## src/rtl/citi_sample_sequencer.sv

```systemverilog
// Sample-rate stimulus/capture engine for the citi IIR filter: replays a small
// sample memory into xin and records sign-extended yout into a host-readable buffer.
module citi_sample_sequencer #(
  parameter int N      = 8,
  parameter int AW     = 3,
  parameter int DIV    = 30,
  parameter int PASSES = 3,
  parameter int LAT    = 2
) (
  input  logic          clk30x,
  input  logic          rst,
  input  logic          load_we,
  input  logic [AW-1:0] load_addr,
  input  logic [15:0]   load_data,
  input  logic          start,
  output logic [15:0]   xin,
  input  logic [15:0]   yout,
  output logic          sample_stb,
  input  logic [AW-1:0] rd_addr,
  output logic [31:0]   rd_data,
  output logic          busy,
  output logic          done
);

  localparam int DW = (DIV > 1) ? $clog2(DIV) : 1;
  localparam int PW = $clog2(PASSES + 1);

  typedef enum logic [1:0] {IDLE, RUN, DONE} state_t;

  state_t          state_q;
  logic [DW-1:0]   div_cnt_q, div_cnt_d;
  logic [AW-1:0]   idx_q, idx_d;
  logic [PW-1:0]   pass_cnt_q, pass_cnt_d;
  logic [15:0]     xin_q;
  logic            stb_q;
  logic [31:0]     rd_data_q;
  logic [31:0]     res_q [N];
  logic [15:0]     smem_q [N];

  logic            boundary, last;
  logic [AW-1:0]   wr_slot;
  logic [31:0]     res_d;

  always_comb begin
    boundary   = (state_q == RUN) && (div_cnt_q == DW'(DIV - 1));
    last       = boundary && (idx_q == AW'(N - 1)) && (pass_cnt_q == PW'(PASSES - 1));
    div_cnt_d  = boundary ? '0 : div_cnt_q + 1'b1;
    idx_d      = idx_q + 1'b1;
    pass_cnt_d = (idx_q == AW'(N - 1)) ? pass_cnt_q + 1'b1 : pass_cnt_q;
    // N is a power of two, so the address subtraction wraps modulo N for free.
    wr_slot    = idx_q - AW'(LAT);
    res_d      = {{16{yout[15]}}, yout};
  end

  always_ff @(posedge clk30x) begin
    if (rst) begin
      state_q    <= IDLE;
      div_cnt_q  <= '0;
      idx_q      <= '0;
      pass_cnt_q <= '0;
      xin_q      <= '0;
      stb_q      <= 1'b0;
      rd_data_q  <= '0;
      for (int i = 0; i < N; i++) res_q[i] <= '0;
    end else begin
      rd_data_q <= res_q[rd_addr];
      stb_q     <= boundary;
      case (state_q)
        IDLE, DONE: begin
          if (start) begin
            state_q    <= RUN;
            div_cnt_q  <= '0;
            idx_q      <= '0;
            pass_cnt_q <= '0;
          end
        end
        RUN: begin
          div_cnt_q <= div_cnt_d;
          if (boundary) begin
            xin_q          <= smem_q[idx_q];
            res_q[wr_slot] <= res_d;
            idx_q          <= idx_d;
            pass_cnt_q     <= pass_cnt_d;
            if (last) state_q <= DONE;
          end
        end
        default: state_q <= IDLE;
      endcase
    end
  end

  // Sample memory keeps its contents across reset; only writable outside a run.
  always_ff @(posedge clk30x) begin
    if (!rst && load_we && state_q != RUN) smem_q[load_addr] <= load_data;
  end

  assign xin        = xin_q;
  assign sample_stb = stb_q;
  assign rd_data    = rd_data_q;
  assign busy       = (state_q == RUN);
  assign done       = (state_q == DONE);

endmodule
```

## config.mk

```make
export PLATFORM = sky130hd
export DESIGN_NAME = citi_sample_sequencer
export DESIGN_NICKNAME = d
export VERILOG_FILES = /design/src/rtl/citi_sample_sequencer.sv
export SDC_FILE = /design/constraint.sdc
export NUM_CORES = 1
export LEC_CHECK = 0
export CAP_MARGIN = 20
export CORE_MARGIN = 2
export CORE_UTILIZATION = 58
export CTS_CLUSTER_SIZE = 10
export DETAILED_ROUTE_END_ITERATION = 7
export PLACE_DENSITY = 0.82
export SLEW_MARGIN = 20
export SYNTH_ARGS = -nofsm -noshare
export SYNTH_HDL_FRONTEND = slang
export SYNTH_SLANG_ARGS = --single-unit
```

## constraint.sdc

```tcl
create_clock -name clk30x -period 3.2 [get_ports clk30x]
set_clock_uncertainty 0.05 [all_clocks]
set_input_delay 0.48 -clock clk30x [delete_from_list [all_inputs] [get_ports clk30x]]
set_output_delay 0.48 -clock clk30x [all_outputs]
set_load 0.005 [all_outputs]
```

==> flow_summary.toml <==
[outcome]
status = "completed"

[die]
io_pins = 93
dieArea_mm2 = 0.0222
die_y_um = 149
coreArea_mm2 = 0.0208
row_count = 53
initial_core_util_pct = 58.5
fp.dieW_um = 149

[synth]
synth_fp_nets = 801
syn-cell-area_mm2 = 0.0122
yosysUniqueCellTypes = 36
synthCells = 754
avgSynthCellArea_um2 = 16.2
yosys_warnings = 0
synth-seq-area-share_pct = 70.5
ys_seq_elements = 301

[detailed_routing]
vias_per_cell = 6.08
dr.pass1.iters = 5
totalWireLength_um = 26400
antenna_left = 0
via_count = 7041
wl_per_cell_um = 22.8
drcViolationCount = 0
first_iter_violations = 692

[worst_setup_path]
start_kind = "flip-flop"
worstReg2RegStart = "div_cnt_q[0]"
cp-startpoint = "div_cnt_q[0]"
crit_type = "reg -> reg"
path_delay_family = "simple AND/OR/NAND/NOR gates"
max_stage_delay_ps = 410
rr_worst_depth = 6
crit_fanout = 19
cp_num_cells = 6
worstPathArrival_ps = 2840
crit_buf_inv = 1
worstPathRequired_ps = 3340
crit_chain = "ha_1 > nand4_1 > nor2_4 > nand3b_2 > o21bai_1 > buf_4"
worst_path_max_delay_cell = "dfxtp_1"
cp-end-kind = "flip-flop"

[clock_tree]
hold_buffers = 0
post_cts_buffers = 0
cts_max_level = 2
cts-root-buf = "clkbuf_16"
cts_tree = "yes"
clock_latency_ps = 510
cts_buffers = 36
cts.sinks = 301
cts_resized = 0
cts.clk_slew.worst_paths_ps = 50
clockBufferDepth = 3

[pwr]
seq_power_share_pct = 52.5
p_int_w = 0.00663
ir_drop_mv = 0.436
switching_share_pct = 20.4
p_per_area_mw_per_mm2 = 579
p_leak_nw = 4.82
power_frac_clock_pct = 42.7
switching_power_w = 0.00170
combinationalPowerShare_pct = 4.8
finalPower_w = 0.00833

[grt]
antenna_found_initial = 0
grt_pass1_vias = 7441
grt_pass1_wl_um = 40400
grt_use_total_pct = 24.5
overflow = 0
grt_start_max_net_pins = 56

[timing]
slew_headroom_pct = 48.1
slew_viol_final = 0
hold_viol_final = 0
min_period_ps = 2700
setup_slack_ps = 498
period_share_pct = 84.4
timing.fmax_mhz = 370
setup-tns-final_ps = 0
worstMarginPinSlew_ps = 778
rsz0062_at_grt = "false"
setup_viol = 0

[final_layout]
antenna_cells = 0
drive_gt1_share_pct = 18.6
area_growth_pct = 18.1
nets = 907

[placement]
place.gp.congestion = 0.795
numPortBuffers = 92
place_hpwl_um = 15800
pre_cts_ws_ps = 579

[job]
cap_violations = 0

[hold_path]
hold_start = "pass_cnt_q[0]"
hold_path_class = "reg -> reg"
hold_path_depth = 2
==> power groups by stage <==
stage          registers [W]  clock network (W)  logic (W)
3_3_place_gp         0.00444                  0   0.000381
6_report             0.00437            0.00356   0.000398
2_1_floorplan        0.00444                  0   0.000204
4_1_cts              0.00437            0.00359   0.000398
3_5_place_dp         0.00445                  0   0.000394
5_1_grt              0.00438            0.00375   0.000425
==> area by class of cell <==
class	count	area, um2
Tap cell	275	344
Timing Repair Buffer	128	1190
Multi-Input combinational cell	389	3230
Clock buffer	58	983
Fill cell	1316	6440
Clock inverter	3	33.8
Inverter	4	15.0
Sequential cell	301	8590
==> tightest hold or removal path, stage by stage, from the launching register on <==
cell     delay (ps)
dfxtp_1         320
nand2_1          60
a21oi_1          50
==> cell families after synthesis <==
kind of cell / Yosys count / synth area share [%]
AO/OA/AOI/OAI: 39 / 2.11
XOR/XNOR: 1 / 0.0719
adder cells (fa/ha/maj): 5 / 0.513
buffers and inverters: 64 / 3.14
flip-flops: 301 / 70.5
multiplexers: 97 / 14.5
AND/OR/NAND/NOR: 247 / 9.15
==> sequential cells by signal, summed over array words and instances (netlist names) <==
signal	flops
div_cnt_q	5
idx_q	3
pass_cnt_q	2
rd_data	16
res_q	128
sample_stb	1
smem_q	128
state_q	2
xin	16
==> layer usage <==
| metal | vias up | GRT usage (%) | routed length [um] |
|---|---|---|---|
| met5 | - | 0 | 0 |
| met4 | 0 | 8.86 | 582 |
| met3 | 62 | 4.34 | 1970 |
| met2 | 370 | 43.3 | 14100 |
| met1 | 3582 | 30.5 | 9680 |
| li1 | 3027 | - | - |
==> stage by stage <==
stage          cell area, um2  util (%)  std cells  hold WS (ps)
2_1_floorplan           12200         -        754           390
5_1_grt                 14400      69.1       1158           461
3_5_place_dp            13400      64.2       1097           415
3_3_place_gp            13400      64.2       1097           397
4_1_cts                 14400      69.1       1158           421
6_report                14400      69.1       1158           421
==> cell usage after synthesis <==
cell,count,area share [%]
nand2_4,1,0.092
nand3b_2,2,0.18
clkbuf_1,11,0.34
dfxtp_1,45,7.4
a211oi_1,16,0.99
ha_1,5,0.51
mux4_2,64,12
nor2_1,164,5.1
nor2b_1,2,0.10
nand2b_2,1,0.072
nand4b_1,1,0.072
and4_4,1,0.092
inv_1,3,0.092
or4b_2,1,0.082
buf_2,23,0.94
nand4_1,3,0.15
and3b_1,1,0.072
mux2i_1,33,2.7
nand2b_1,4,0.21
nor3_1,7,0.29
buf_4,20,1.2
a21oi_1,12,0.49
o21bai_1,8,0.49
o21ai_0,2,0.082
o22ai_1,1,0.051
buf_1,2,0.062
xor2_1,1,0.072
nand3_2,1,0.082
buf_6,3,0.28
nor2_4,11,1.0
or3_1,3,0.15
nand3_1,7,0.29
inv_2,1,0.031
edfxtp_1,256,63
buf_12,1,0.16
nand2_1,37,1.1
==> placed cells by master, fill, tap and decap left out, types with 3 or more instances in the layout <==
cell	netlist	layout
edfxtp_1	256	256
nor2_1	164	164
clkdlybuf4s50_1	0	90
mux4_2	64	64
dfxtp_1	45	44
nand2_1	37	37
clkbuf_16	0	36
buf_4	20	35
mux2i_1	33	33
clkbuf_1	11	22
a211oi_1	16	16
a21oi_1	12	12
nor2_4	11	11
o21bai_1	8	8
nand3_1	7	7
nor3_1	7	5
ha_1	5	5
nand2b_1	4	4
inv_1	3	3
nand4_1	3	3
==> worst paths after layout <==
kind,to,slack [ps]
worst max-delay path,res_q[1][7],500
worst min register to register,pass_cnt_q[0],420
worst max register to register,res_q[1][7],500
worst min-delay path,pass_cnt_q[0],420
(Power assumes the default switching activity.)
